### src/rtl/battleship_input_pkg.sv
// Shared types and default timing constants for the Battleship push-button front end.
// Defaults assume a 50 MHz board clock.
package battleship_input_pkg;

  typedef enum logic [2:0] {
    BTN_UP                 = 3'd0,
    BTN_DOWN               = 3'd1,
    BTN_LEFT               = 3'd2,
    BTN_RIGHT              = 3'd3,
    BTN_CONFIRM_AMOUNT     = 3'd4,
    BTN_CONFIRM_COLOCATION = 3'd5,
    BTN_CONFIRM_ATTACK     = 3'd6
  } btn_idx_e;

  typedef enum logic [1:0] {
    ST_IDLE      = 2'd0,
    ST_ARMING    = 2'd1,
    ST_HELD      = 2'd2,
    ST_RELEASING = 2'd3
  } btn_state_e;

  localparam int         DEF_N_BTN           = 7;
  localparam int         DEF_DEBOUNCE_CYCLES = 500000;    // 10 ms
  localparam int         DEF_REPEAT_DELAY    = 25000000;  // 500 ms
  localparam int         DEF_REPEAT_PERIOD   = 10000000;  // 200 ms
  localparam logic [6:0] DEF_REPEAT_MASK     = 7'b0001111;

  // Width able to hold max_count with a spare bit, so saturation never wraps.
  function automatic int cnt_width(input int max_count);
    return $clog2(max_count) + 1;
  endfunction

endpackage

### src/rtl/battleship_input_conditioner_if.sv
// Raw button inputs and conditioned pulse/level outputs of the conditioner.
interface battleship_input_conditioner_if #(
  parameter int N_BTN = 7
);
  logic [N_BTN-1:0] btn_raw;
  logic [N_BTN-1:0] btn_pulse;
  logic [N_BTN-1:0] btn_level;

  modport master (output btn_raw, input btn_pulse, input btn_level);
  modport slave  (input btn_raw, output btn_pulse, output btn_level);
endinterface

### src/rtl/btn_channel.sv
// One button: 2-FF synchroniser, debounce FSM and optional auto-repeat.
// Pulse and level outputs are registered and clear asynchronously on rst low.
module btn_channel
  import battleship_input_pkg::*;
#(
  parameter bit ACTIVE_LOW      = 1'b1,
  parameter int DEBOUNCE_CYCLES = DEF_DEBOUNCE_CYCLES,
  parameter int REPEAT_DELAY    = DEF_REPEAT_DELAY,
  parameter int REPEAT_PERIOD   = DEF_REPEAT_PERIOD,
  parameter bit REPEAT_EN       = 1'b0
) (
  input  logic clk,
  input  logic rst,
  input  logic raw,
  output logic pulse,
  output logic level
);

  localparam int              DB_W           = cnt_width(DEBOUNCE_CYCLES);
  localparam int              RP_W           = cnt_width(REPEAT_DELAY);
  localparam logic [DB_W-1:0] DB_LAST        = DB_W'(DEBOUNCE_CYCLES - 1);
  localparam logic [DB_W-1:0] DB_MAX         = '1;
  localparam logic [DB_W-1:0] DB_ONE         = DB_W'(1);
  localparam logic [RP_W-1:0] RP_DELAY_LAST  = RP_W'(REPEAT_DELAY - 1);
  localparam logic [RP_W-1:0] RP_PERIOD_LAST = RP_W'(REPEAT_PERIOD - 1);
  localparam logic [RP_W-1:0] RP_MAX         = '1;
  localparam logic [RP_W-1:0] RP_ONE         = RP_W'(1);
  localparam logic            RAW_RELEASED   = ACTIVE_LOW;

  logic [1:0]      sync_r;
  logic            pressed_s;
  btn_state_e      state_r, state_s;
  logic [DB_W-1:0] db_cnt_r, db_cnt_s, db_inc_s;
  logic [RP_W-1:0] rp_cnt_r, rp_cnt_s, rp_inc_s, rp_last_s;
  logic            rp_phase_r, rp_phase_s, rp_fire_s;
  logic            pulse_s, level_s, pulse_r, level_r;

  // Two-stage synchroniser, cleared to the released raw level
  always_ff @(posedge clk or negedge rst) begin
    if (!rst) begin
      sync_r <= {2{RAW_RELEASED}};
    end else begin
      sync_r <= {sync_r[0], raw};
    end
  end

  assign pressed_s = sync_r[1] ^ ACTIVE_LOW;
  assign db_inc_s  = (db_cnt_r == DB_MAX) ? db_cnt_r : db_cnt_r + DB_ONE;
  assign rp_inc_s  = (rp_cnt_r == RP_MAX) ? rp_cnt_r : rp_cnt_r + RP_ONE;
  // Phase 0 waits out the initial delay, phase 1 the steady repeat period
  assign rp_last_s = rp_phase_r ? RP_PERIOD_LAST : RP_DELAY_LAST;

  // FSM state and counter registers
  always_ff @(posedge clk or negedge rst) begin
    if (!rst) begin
      state_r    <= ST_IDLE;
      db_cnt_r   <= '0;
      rp_cnt_r   <= '0;
      rp_phase_r <= 1'b0;
    end else begin
      state_r    <= state_s;
      db_cnt_r   <= db_cnt_s;
      rp_cnt_r   <= rp_cnt_s;
      rp_phase_r <= rp_phase_s;
    end
  end

  // Next-state, debounce and repeat counter logic
  always_comb begin
    state_s    = state_r;
    db_cnt_s   = db_cnt_r;
    rp_cnt_s   = rp_cnt_r;
    rp_phase_s = rp_phase_r;
    rp_fire_s  = 1'b0;
    case (state_r)
      ST_IDLE: begin
        if (pressed_s) begin
          state_s  = ST_ARMING;
          db_cnt_s = '0;
        end else begin
          state_s  = ST_IDLE;
        end
      end
      ST_ARMING: begin
        if (!pressed_s) begin
          state_s = ST_IDLE;
        end else if (db_cnt_r == DB_LAST) begin
          state_s    = ST_HELD;
          rp_cnt_s   = '0;
          rp_phase_s = 1'b0;
        end else begin
          db_cnt_s = db_inc_s;
        end
      end
      ST_HELD: begin
        if (!pressed_s) begin
          state_s  = ST_RELEASING;
          db_cnt_s = '0;
        end else if (!REPEAT_EN) begin
          rp_cnt_s = '0;
        end else if (rp_cnt_r == rp_last_s) begin
          rp_fire_s  = 1'b1;
          rp_cnt_s   = '0;
          rp_phase_s = 1'b1;
        end else begin
          rp_cnt_s = rp_inc_s;
        end
      end
      ST_RELEASING: begin
        // A bounce back to pressed resumes HELD from the initial-delay phase
        if (pressed_s) begin
          state_s    = ST_HELD;
          rp_cnt_s   = '0;
          rp_phase_s = 1'b0;
        end else if (db_cnt_r == DB_LAST) begin
          state_s = ST_IDLE;
        end else begin
          db_cnt_s = db_inc_s;
        end
      end
      default: begin
        state_s = ST_IDLE;
      end
    endcase
  end

  // Output decode from the upcoming state
  always_comb begin
    pulse_s = 1'b0;
    level_s = 1'b0;
    case (state_s)
      ST_HELD: begin
        level_s = 1'b1;
        pulse_s = (state_r == ST_ARMING) | rp_fire_s;
      end
      ST_RELEASING: begin
        level_s = 1'b1;
      end
      ST_IDLE, ST_ARMING: begin
        level_s = 1'b0;
      end
      default: begin
        level_s = 1'b0;
      end
    endcase
  end

  // Output registers
  always_ff @(posedge clk or negedge rst) begin
    if (!rst) begin
      pulse_r <= 1'b0;
      level_r <= 1'b0;
    end else begin
      pulse_r <= pulse_s;
      level_r <= level_s;
    end
  end

  assign pulse = pulse_r;
  assign level = level_r;

endmodule

### src/rtl/battleship_input_conditioner.sv
// Battleship push-button front end: N_BTN independent conditioner channels
// producing one-cycle press/repeat pulses and debounced held levels.
module battleship_input_conditioner
  import battleship_input_pkg::*;
#(
  parameter int               N_BTN           = DEF_N_BTN,
  parameter bit               ACTIVE_LOW      = 1'b1,
  parameter int               DEBOUNCE_CYCLES = DEF_DEBOUNCE_CYCLES,
  parameter int               REPEAT_DELAY    = DEF_REPEAT_DELAY,
  parameter int               REPEAT_PERIOD   = DEF_REPEAT_PERIOD,
  parameter logic [N_BTN-1:0] REPEAT_MASK     = N_BTN'(DEF_REPEAT_MASK)
) (
  input  logic                          clk,
  input  logic                          rst,
  battleship_input_conditioner_if.slave bus
);

  if (N_BTN < 1) begin : g_bad_n_btn
    $error("N_BTN must be at least 1");
  end
  if (DEBOUNCE_CYCLES < 1) begin : g_bad_debounce
    $error("DEBOUNCE_CYCLES must be at least 1");
  end
  if (REPEAT_PERIOD < 1) begin : g_bad_period
    $error("REPEAT_PERIOD must be at least 1");
  end
  if (REPEAT_DELAY < REPEAT_PERIOD) begin : g_bad_delay
    $error("REPEAT_DELAY must not be shorter than REPEAT_PERIOD");
  end

  logic [N_BTN-1:0] pulse_s;
  logic [N_BTN-1:0] level_s;

  for (genvar i = 0; i < N_BTN; i++) begin : g_ch
    btn_channel #(
      .ACTIVE_LOW      (ACTIVE_LOW),
      .DEBOUNCE_CYCLES (DEBOUNCE_CYCLES),
      .REPEAT_DELAY    (REPEAT_DELAY),
      .REPEAT_PERIOD   (REPEAT_PERIOD),
      .REPEAT_EN       (REPEAT_MASK[i])
    ) u_channel (
      .clk   (clk),
      .rst   (rst),
      .raw   (bus.btn_raw[i]),
      .pulse (pulse_s[i]),
      .level (level_s[i])
    );
  end

  assign bus.btn_pulse = pulse_s;
  assign bus.btn_level = level_s;

endmodule

### src/flat_wrapper.sv
// flat-port wrapper written by rule: the top's interface ports become plain ports
module battleship_input_conditioner_flat import battleship_input_pkg::*;
#(
  parameter int               N_BTN           = DEF_N_BTN,
  parameter bit               ACTIVE_LOW      = 1'b1,
  parameter int               DEBOUNCE_CYCLES = DEF_DEBOUNCE_CYCLES,
  parameter int               REPEAT_DELAY    = DEF_REPEAT_DELAY,
  parameter int               REPEAT_PERIOD   = DEF_REPEAT_PERIOD,
  parameter logic [N_BTN-1:0] REPEAT_MASK     = N_BTN'(DEF_REPEAT_MASK)
)
  (clk, rst, bus_btn_raw, bus_btn_pulse, bus_btn_level);
  battleship_input_conditioner_if #(.N_BTN(N_BTN)) bus_i ();
  input  logic clk;
  input  logic rst;
  input wire logic [$bits(bus_i.btn_raw)-1:0] bus_btn_raw;
  output wire logic [$bits(bus_i.btn_pulse)-1:0] bus_btn_pulse;
  output wire logic [$bits(bus_i.btn_level)-1:0] bus_btn_level;
  assign bus_i.btn_raw = bus_btn_raw;
  assign bus_btn_pulse = bus_i.btn_pulse;
  assign bus_btn_level = bus_i.btn_level;
  battleship_input_conditioner #(.N_BTN(N_BTN), .ACTIVE_LOW(ACTIVE_LOW), .DEBOUNCE_CYCLES(DEBOUNCE_CYCLES), .REPEAT_DELAY(REPEAT_DELAY), .REPEAT_PERIOD(REPEAT_PERIOD), .REPEAT_MASK(REPEAT_MASK)) u_core (.clk(clk), .rst(rst), .bus(bus_i));
endmodule
### config.mk
export PLATFORM = sky130hd
export DESIGN_NAME = battleship_input_conditioner_flat
export DESIGN_NICKNAME = d
export VERILOG_FILES = /design/src/rtl/battleship_input_pkg.sv /design/src/rtl/battleship_input_conditioner_if.sv /design/src/rtl/btn_channel.sv /design/src/rtl/battleship_input_conditioner.sv /design/src/flat_wrapper.sv
export SDC_FILE = /design/constraint.sdc
export NUM_CORES = 1
export LEC_CHECK = 0
export ABC_AREA = 0
export ABC_CLOCK_PERIOD_IN_PS = 2900
export CAP_MARGIN = 25
export CORE_MARGIN = 3
export CORE_UTILIZATION = 66
export CTS_BUF_LIST = sky130_fd_sc_hd__clkbuf_8
export DETAILED_ROUTE_END_ITERATION = 6
export GPL_ROUTABILITY_DRIVEN = 0
export GPL_TIMING_DRIVEN = 0
export HOLD_SLACK_MARGIN = 0.05
export PLACE_DENSITY = 0.82
export SYNTH_ARGS = -nofsm -noshare
export SYNTH_HDL_FRONTEND = slang
export SYNTH_HIERARCHICAL = 1
export SYNTH_SLANG_ARGS = --single-unit
### constraint.sdc
create_clock -name clk -period 2.9 [get_ports clk]
set_clock_uncertainty 0.05 [all_clocks]
set_input_delay 0.435 -clock clk [delete_from_list [all_inputs] [get_ports clk]]
set_output_delay 0.435 -clock clk [all_outputs]
set_load 0.01 [all_outputs]
# After elaboration in Yosys (flattened, before gate mapping)

Cells that the tools add are included.

Bits in registers: 290
Bits in latches: 0
RAM bits: 0
Memory bits (read-only): 0
Input port bits: 9
Output and inout bits: 14
Word-level logic and storage cells: 397
Memories kept: 0

$add $sub $neg: 11
$mul: 0
Divide/modulo/power cells: 0
Magnitude comparators: 0
Equality and inequality tests: 112
Shift operators: 0
Mux-type cells: 180
Bitwise gates (word level): 4
Reduce and logical (&&, ||, !) cells: 47

Operators with widths:

| cell                    | count |
|---|---|
| $mux W20                | 42 |
| $mux W26                | 24 |
| $pmux W20 S4            | 7 |
| $pmux W26 S3            | 4 |
| $add A20 B1 Y20 const B | 7 |
| $eq A20 B19 Y1 const B  | 7 |
| $eq A20 B20 Y1 const B  | 7 |
| $add A26 B1 Y26 const B | 4 |
| $eq A26 B25 Y1          | 4 |
| $eq A26 B26 Y1 const B  | 4 |
| $mux W25                | 4 |
| $ne A2 B2 Y1 const B    | 44 |
| $mux W2                 | 35 |
| $eq A2 B2 Y1 const B    | 28 |
| $pmux W2 S4             | 7 |
| $reduce_and A6 Y1       | 8 |
| $mux W1                 | 46 |
| $eq A2 B1 Y1 const B    | 14 |
| $logic_not A2 Y1        | 14 |
| $reduce_and A4 Y1       | 7 |
| $reduce_or A2 Y1        | 14 |
| $pmux W1 S2             | 7 |
| $ne A3 B3 Y1 const B    | 4 |
| $pmux W1 S3             | 4 |
| other kinds (2)         | 8 |

# Depth between registers and ports, before layout

Gate-level depths: netlist of run 1.

Word-level depth: 7
Mapped depth: 9
Mapped depth without buffers: 7

# Cells and area by module

The synthesis of run 1 kept the hierarchy.

Modules (own cells, without submodules):

| module                                      | times used | cells an instance | area each (um^2) | sequential area each (um^2) |
|---|---|---|---|---|
| btn_channel at u_core.g_ch[0].u_channel ... | 3          | 368               | 3140.5           | 1303.8 |
| btn_channel at u_core.g_ch[1].u_channel     | 1          | 386               | 3186.8           | 1303.8 |
| btn_channel at u_core.g_ch[4].u_channel ... | 2          | 164               | 1555.2           | 653.1 |
| btn_channel at u_core.g_ch[6].u_channel     | 1          | 151               | 1421.4           | 653.1 |

# Worst setup path after synthesis of run 1

No wires, ideal clock.

Path kind: reg2reg
Start: register u_core.g_ch[1].u_channel.rp_cnt_r[0]
End: register u_core.g_ch[1].u_channel.rp_cnt_r[21]
Library setup time: 0.126 ns
Arrival time: 2.190 ns
Required time: 2.724 ns
Path slack: 0.534 ns
Stages on the path, launching flop included: 8
Path buffers: 0
Period minus slack after synthesis: 2.366 ns
Path through: dfrtp_1 ha_1 nand3_1 or4_1 a2111oi_4 nor3_2 and3_1 a221o_1

Longest elaborated chain between the ends: 5
Elaborated cells on any way between the ends: 9
Classes of those cells: add/sub: 1; eq/ne: 3; mux: 4; reduce/logical: 1

Ends and longest elaborated chain:

| what                     | line               | source |
|---|---|---|
| start: declaration       | btn_channel.sv:34  | `logic [RP_W-1:0] rp_cnt_r, rp_cnt_s, rp_inc_s, rp_last_s;` |
| start signal: assignment | btn_channel.sv:63  | `rp_cnt_r <= rp_cnt_s;` |
| $add A26 B1 Y26          | btn_channel.sv:49  | `assign rp_inc_s = (rp_cnt_r == RP_MAX) ? rp_cnt_r : rp_cnt_r + RP_ONE;` |
| $mux W26                 | btn_channel.sv:49  |  |
| $mux W26                 | btn_channel.sv:101 | `end else if (rp_cnt_r == rp_last_s) begin` |
| $mux W26                 | btn_channel.sv:96  | `if (!pressed_s) begin` |
| $pmux W26 S3             | btn_channel.sv:75  | `case (state_r)` |

Parallel ways exist; a longest one is shown, timed or not. The select of a mux whose other input is x is not followed.
A chain may end at the register's enable or synchronous reset.

# Worst setup path after layout of run 1

Start: register u_core.g_ch[1].u_channel.rp_cnt_r[0]
End: register u_core.g_ch[1].u_channel.rp_cnt_r[9]

Same word-level chain as after synthesis.

==> key figures, run 1 <==
Synthesis
  – Post-synth cell types: 91
  – Ys flop type: dfrtp_1
  – Share of flip-flops with an asynchronous set or reset: 100%
  – Complex-gate fraction of the synthesized area: 21.9%
  – Sequential area share after synthesis: 41.9%
  – Top cells by area, synth: dfrtp_1 40%, nand3_1 6.5%, o21ai_0 5.1%
  – Syn avg cell area: 8.71 µm²
  – Leading area contributor after synthesis: dfrtp_1
  – Main combinational cell family by area after synthesis: simple AND/OR/NAND/NOR gates
  – Syn Inst Count: 1969
  – Post-Synth XOR/XNOR Area: 0.562%
  – Post-synthesis simple-gate area fraction: 29.0%
  – Syn_nets: 1989
  – Syn. warnings: 6
  – Post-synthesis adder-cell area fraction: 0.803%
  – Yosys reg bits: 286
  – Mux contribution to synthesized area: 0.766%
  – Top cell type's share of synthesized area: 39.7%
  – Synthesized area: 17100 µm²
  – EDFF count, synth: 0

Final layout
  – Fraction of layout cells with a size suffix above 1: 11.2%
  – Design Area, Final: 19000 µm²
  – Antenna Diode Count: 0
  – Area added between synthesis and finish: 10.8%
  – Fin nets: 2067

Run status
  – Status: finished clean

Drt
  – DRC Markers: 0
  – Via count: 16257
  – DR WL/cell: 17.4 µm
  – Routed WL: 42000 µm
  – Routed Antenna Nets: 0
  – 1st-pass router iterations: 6
  – Via density: 6.73
  – DRT iter0 DRCs: 2099

Place
  – Port buffer count: 22
  – Pre-CTS WS: 0.160 ns
  – HPWL after DPL: 28000 µm
  – DP Area: 17800 µm²

Critical path
  – CP Data Arrival Time: 3.15 ns
  – Worst Path Required: 3.30 ns
  – Worst-path fanout max: 10
  – Crit path capture type: register
  – Critical setup path kind: reg2reg
  – CP startpoint kind: register

Pwr
  – Static Leak: 7.50 nW
  – VDD IR-drop max: 0.499 mV
  – PD cells: 461 nW/µm²
  – Overall Power: 0.00876 W

Clock network
  – Clk root buf: clkbuf_8
  – Max clock buf depth: 3
  – Clock latency at the later pin of the worst-skew pair: 0.57 ns
  – Clock Sinks: 286
  – CTS H-tree lvls: 2
  – Clock Pin Slew Worst Setup and Hold Paths: 0.06 ns
  – Total CTS buffers: 49
  – CTS tree: yes

Timing
  – Rel. slew slack: 33.6%
  – Fin crit period: 2.75 ns
  – Hold Fails Final Rpt: 0
  – Worst-margin pin slew: 0.987 ns
  – Post-route clock period utilization: 95.0%
  – Setup TNS: 0 ns
  – Fmax achieved: 363 MHz
  – Count of final max-slew check failures: 0
  – Worst setup margin: 0.146 ns
  – Final setup viols: 0

Floorplan
  – Num rows: 58
  – I/O pins: 23
  – Initial Util: 67.7%
  – DIE HEIGHT: 167 µm
  – Core Region: 25300 µm²
  – Total die area: 27900 µm²
  – Die Wd: 167 µm

GRT
  – Number of global-route vias before repair: 15308
  – Largest net degree at the start of global routing: 111
  – Initial antenna violation count: 0
  – Remaining Overflow, GRT: 0
  – First-pass GRT wire length: 71900 µm
  – Total GRT Usage: 29.5%

Flow run
  – Max Cap Viol: 0

Hold path
  – Worst Hold Class: in2reg
-- timing repair --
item                                    CTS  global route
endpoints found under the setup margin    0            17
hold buffers                              1             0
setup buffers                             0             2
resized for setup                         0             4
hold endpoints to repair                103             0
-- cells in the final DEF (no fill, tap or decap), types with 14 or more instances in the layout --
cell             count
a211oi_1            14
a21o_1              15
a21oi_1             88
a31oi_1             38
and2_1              22
and3_1              37
and4_1              22
buf_2               44
clkbuf_1            41
clkbuf_8            65
clkdlybuf4s50_1     21
dfrtp_1            272
dfstp_2             14
inv_1               90
nand2_1            198
nand3_1            223
nand4_1             77
nand4b_1            14
nor2_1              97
nor3_1              30
nor4_1              25
o21a_1              23
o21ai_0            174
o31ai_1             67
o41ai_1             27
or3_1               53
or4_1               18
-- worst paths after layout --
path	start	to	slack, ns	cells after the start
worst max register to register	u_core/g_ch[1].u_channel/rp_cnt_r[0]$_DFFE_PN0P_	u_core/g_ch[1].u_channel/rp_cnt_r[9]$_DFFE_PN0P_	0.15	9
max in group asynchronous	rst	u_core/g_ch[2].u_channel/db_cnt_r[3]$_DFFE_PN0P_	1.30	3
worst min-delay path	bus_btn_raw[4]	u_core/g_ch[4].u_channel/sync_r[0]$_DFF_PN1_	0.22	1
worst max-delay path	u_core/g_ch[1].u_channel/rp_cnt_r[0]$_DFFE_PN0P_	u_core/g_ch[1].u_channel/rp_cnt_r[9]$_DFFE_PN0P_	0.15	9
worst min register to register	u_core/g_ch[6].u_channel/sync_r[0]$_DFF_PN1_	u_core/g_ch[6].u_channel/sync_r[1]$_DFF_PN1_	0.30	0
min in group asynchronous	rst	u_core/g_ch[5].u_channel/db_cnt_r[8]$_DFFE_PN0P_	0.45	2
-- cells in the mapped netlist (8+ instances only) --
library cell and instances:
dfrtp_1 272, nand3_1 223, nand2_1 198, o21ai_0 174, nor2_1 97, a21oi_1 89, inv_1 79, nand4_1 77
o31ai_1 67, or3_1 53, buf_2 44, clkbuf_1 41, a31oi_1 38, and3_1 37, nor3_1 30, o41ai_1 27
nor4_1 26, o21a_1 23, and2_1 22, and4_1 22, or4_1 18, a21o_1 15, a211oi_1 14, dfstp_2 14
nand4b_1 14, a41oi_1 12, ha_1 11, a211o_1 10, nor4b_1 10, o22ai_1 10, buf_6 9, mux2_2 9
o311ai_0 9, nor2b_1 8, nor4_4 8
-- worst max-delay path: stages (launching register included) --
cell,delay (ns)
dfrtp_1,0.39
ha_2,0.24
nand3_1,0.10
or4_1,0.59
a2111oi_4,0.45
buf_4,0.20
buf_2,0.22
nor3_1,0.10
o21ai_0,0.19
o31ai_1,0.10
-- final cells by class --
type                    instances  area (µm²)
flip-flops and latches        286        7170
plain buffers                 102         547
inverters                      88         330
clock inverters                26         224
repair buffers                 27         305
well taps                     330         413
fillers                      1841        6330
clock buffers                  65         895
multi-input cells            1493        9100
-- registers in the layout, summed over array words and instances, names as in the netlist --
signal                            flops
u_core/g_ch.u_channel/db_cnt_r      140
u_core/g_ch.u_channel/state_r        10
u_core/g_ch.u_channel/level           7
u_core/g_ch.u_channel/rp_cnt_r      104
u_core/g_ch.u_channel/sync_r         14
u_core/g_ch.u_channel/rp_phase_r      4
u_core/g_ch.u_channel/pulse           7
-- logic make-up (layout without fill, tap and decap cells) --
logic type	count (synthesis)	count (layout)
mux	12	12
simple gates	901	901
xor+xnor	11	11
flops	286	286
compound gates	558	558
buf+inv	190	308
fa+ha+maj	11	11
-- per-layer routing --
layer,global-route usage (%),share of wire (%)
met1,41.4,44
met2,47.4,47
met3,4.39,7.1
met4,10.3,2.3
met5,0,0
-- per-stage QoR --
step | cells | hold WS [ns] | utilization [%]
final | 2417 | 0.223 | 75.0
after global routing | 2417 | 0.205 | 75.0
after CTS | 2415 | 0.195 | 74.9
after detailed placement | 2323 | 0.298 | 70.4
after global placement | 2321 | 0.296 | 70.2
after floorplan | 1969 | 0.0894 | -
-- power by group --
part	internal [W]	leakage, nW	switching, W
Sequential	0.00409	3.91	0.000128
Combinational	0.000165	2.97	0.000293
Clock	0.00237	0.614	0.00172
Total	0.00662	7.50	0.00214
Note: power is estimated with default switching activity, not from simulation.
==> run 2: changes to the inputs <==
Settings changed: MAX_ROUTING_LAYER set to met4.
==> key figures, run 2 (synthesis results as in run 1) <==
Place
  – Port buffer count: 22 (unchanged)
  – HPWL after DPL: 28000 µm (unchanged)

Floorplan
  – Initial Util: 67.7% (unchanged)
  – Total die area: 27900 µm² (unchanged)
  – Die Wd: 167 µm (unchanged)
  – Core Region: 25300 µm² (unchanged)
  – DIE HEIGHT: 167 µm (unchanged)
  – I/O pins: 23 (unchanged)
  – Num rows: 58 (unchanged)

Drt
  – 1st-pass router iterations: 6 (unchanged)
  – DR WL/cell: 17.4 µm (about the same)
  – Via density: 6.74 (was 6.73)
  – Routed WL: 42000 µm (about the same)
  – Routed Antenna Nets: 0 (unchanged)
  – DRT iter0 DRCs: 1903 (was 2099)
  – DRC Markers: 0 (unchanged)
  – Via count: 16302 (was 16257)

Final layout
  – Largest Register: u_core/g_ch.u_channel/db_cnt_r (unchanged)
  – Commonest non-fill, non-tap cell in the layout: dfrtp_1 (unchanged)
  – Reg area: 7170 µm² (unchanged)
  – Max reg flops: 140 (unchanged)
  – Fraction of layout cells with a size suffix above 1: 11.2% (unchanged)
  – Fin nets: 2067 (unchanged)
  – Antenna Diode Count: 0 (unchanged)
  – Area added between synthesis and finish: 10.8% (unchanged)
  – Multi-input logic area: 9100 µm² (unchanged)
  – FILL cells: 1841 (unchanged)
  – Largest registers: u_core/g_ch.u_channel/db_cnt_r (140), u_core/g_ch.u_channel/rp_cnt_r (104), u_core/g_ch.u_channel/sync_r (14) (unchanged)
  – Commonest non-fill, non-tap cells in the layout: 272 x dfrtp_1, 223 x nand3_1, 198 x nand2_1 (unchanged)

Critical path
  – Crit path capture type: register (unchanged)
  – Worst Path Required: 3.29 ns (was 3.30 ns)
  – CP startpoint kind: register (unchanged)
  – CP Data Arrival Time: 3.15 ns (about the same)
  – Worst-path fanout max: 10 (unchanged)
  – R2r setup slk: 0.14 ns (was 0.15 ns)
  – Critical setup path kind: reg2reg (unchanged)

GRT
  – Met1 Usage GRT: 41.3% (was 41.4%)
  – Largest net degree at the start of global routing: 111 (unchanged)
  – Number of global-route vias before repair: 15289 (was 15308)
  – Gr busiest metal: met2 (unchanged)
  – First-pass GRT wire length: 71900 µm (about the same)
  – Total GRT Usage: 30.4% (was 29.5%)
  – GR Util met3: 4.39% (unchanged)
  – Remaining Overflow, GRT: 0 (unchanged)
  – Initial antenna violation count: 0 (unchanged)
  – Met2 Resource Use GR: 47.5% (was 47.4%)

Timing
  – Final setup viols: 0 (unchanged)
  – Worst-margin pin slew: 0.980 ns (was 0.987 ns)
  – Fin crit period: 2.76 ns (was 2.75 ns)
  – Hold Fails Final Rpt: 0 (unchanged)
  – Rel. slew slack: 34.1% (was 33.6%)
  – Fmax achieved: 362 MHz (was 363 MHz)
  – Count of final max-slew check failures: 0 (unchanged)
  – Min Hold Slack: 0.220 ns (was 0.223 ns)
  – Post-route clock period utilization: 95.1% (was 95.0%)

Pwr
  – Part of the power in the clock network: 46.6% (about the same)
  – Switch share: 24.3% (was 24.4%)
  – Gate power share: 5.2% (about the same)
  – Static Leak: 7.50 nW (unchanged)
  – Seq pwr share: 48.2% (about the same)
  – Pint: 0.00662 W (about the same)
  – Net switching power: 0.00213 W (was 0.00214 W)
  – Overall Power: 0.00876 W (about the same)
  – PD cells: 461 nW/µm² (about the same)
  – VDD IR-drop max: 0.496 mV (was 0.499 mV)

Flow run
  – Max Cap Viol: 0 (unchanged)

Hold path
  – Worst Hold Class: in2reg (unchanged)

Clock network
  – Clock Sinks: 286 (unchanged)
  – Clk root buf: clkbuf_8 (unchanged)
  – Clock Pin Slew Worst Setup and Hold Paths: 0.06 ns (about the same)
  – Max clock buf depth: 3 (unchanged)
  – CTS H-tree lvls: 2 (unchanged)
  – Clock latency at the later pin of the worst-skew pair: 0.58 ns (was 0.57 ns)
  – Total CTS buffers: 49 (unchanged)
  – CTS tree: yes (unchanged)

Run status
  – Status: finished clean (unchanged)
-- run 2: cell counts in the layout (fill, tap and decap cells not counted) --
No cell type changed its count.
-- run 2: per-layer routing --
layer,vias to the layer above,part of all wire (%)
met4,0,2.4
met5,-,0
met1,7828,43
li1,7658,-
met2,705,47
met3,111,7.0
-- run 2: worst paths after layout --
| check | to | start | cells past startpoint |
|---|---|---|---|
| worst min-delay path | u_core/g_ch[4].u_channel/sync_r[0]$_DFF_PN1_ | bus_btn_raw[4] | 1 |
| worst max register to register | u_core/g_ch[1].u_channel/rp_cnt_r[9]$_DFFE_PN0P_ | u_core/g_ch[1].u_channel/rp_cnt_r[1]$_DFFE_PN0P_ | 9 |
| worst min register to register | u_core/g_ch[6].u_channel/sync_r[1]$_DFF_PN1_ | u_core/g_ch[6].u_channel/sync_r[0]$_DFF_PN1_ | 0 |
| max in group asynchronous | u_core/g_ch[2].u_channel/db_cnt_r[3]$_DFFE_PN0P_ | rst | 3 |
| min in group asynchronous | u_core/g_ch[0].u_channel/rp_cnt_r[3]$_DFFE_PN0P_ | rst | 2 |
| worst max-delay path | u_core/g_ch[1].u_channel/rp_cnt_r[9]$_DFFE_PN0P_ | u_core/g_ch[1].u_channel/rp_cnt_r[1]$_DFFE_PN0P_ | 9 |
-- run 2: critical path, cell delays in order, from the launching register on --
cell and delay [ns]:
dfrtp_1 0.38, ha_2 0.24, nand3_1 0.11, or4_1 0.60
a2111oi_4 0.45, buf_4 0.20, buf_2 0.22, nor3_1 0.10
o21ai_0 0.19, o31ai_1 0.10
-- run 2: final cells by class --
cell class	instances	share of cell area, %
multi-input cells	1493	47.9
flip-flops and latches	286	37.8
clock buffers	65	4.71
plain buffers	102	2.88
well taps	330	2.17
inverters	88	1.74
repair buffers	27	1.61
clock inverters	26	1.18
-- run 2: power groups by stage --
stage / sequential, W / combinational (W) / clock, W
floorplan: 0.00426 / 0.000282 / 0
global placement: 0.00428 / 0.000433 / 0
detailed placement: 0.00429 / 0.000457 / 0
CTS: 0.00422 / 0.000462 / 0.00417
global route: 0.00424 / 0.000522 / 0.00435
finish: 0.00422 / 0.000458 / 0.00408
-- run 2: timing repair --
item / 4_1_cts / 5_1_grt
setup buffers: 0 / 2
hold buffers: 1 / 0
gates resized for setup: 0 / 4
setup endpoints to repair: 0 / 17
hold endpoints to repair: 103 / 0
-- run 2: stage by stage --
| step | worst slack, ns | TNS (ns) | cells | utilization, % | area (µm²) |
|---|---|---|---|---|---|
| CTS | 0.146 | 0 | 2415 | 74.9 | 19000 |
| detailed placement | 0.160 | 0 | 2323 | 70.4 | 17800 |
| finish | 0.141 | 0 | 2417 | 75.0 | 19000 |
| floorplan | 0.534 | 0 | 1969 | - | 17100 |
| global placement | -10.77 | -3022.93 | 2321 | 70.2 | 17800 |
| global route | -0.0132 | -0.0132 | 2417 | 75.0 | 19000 |
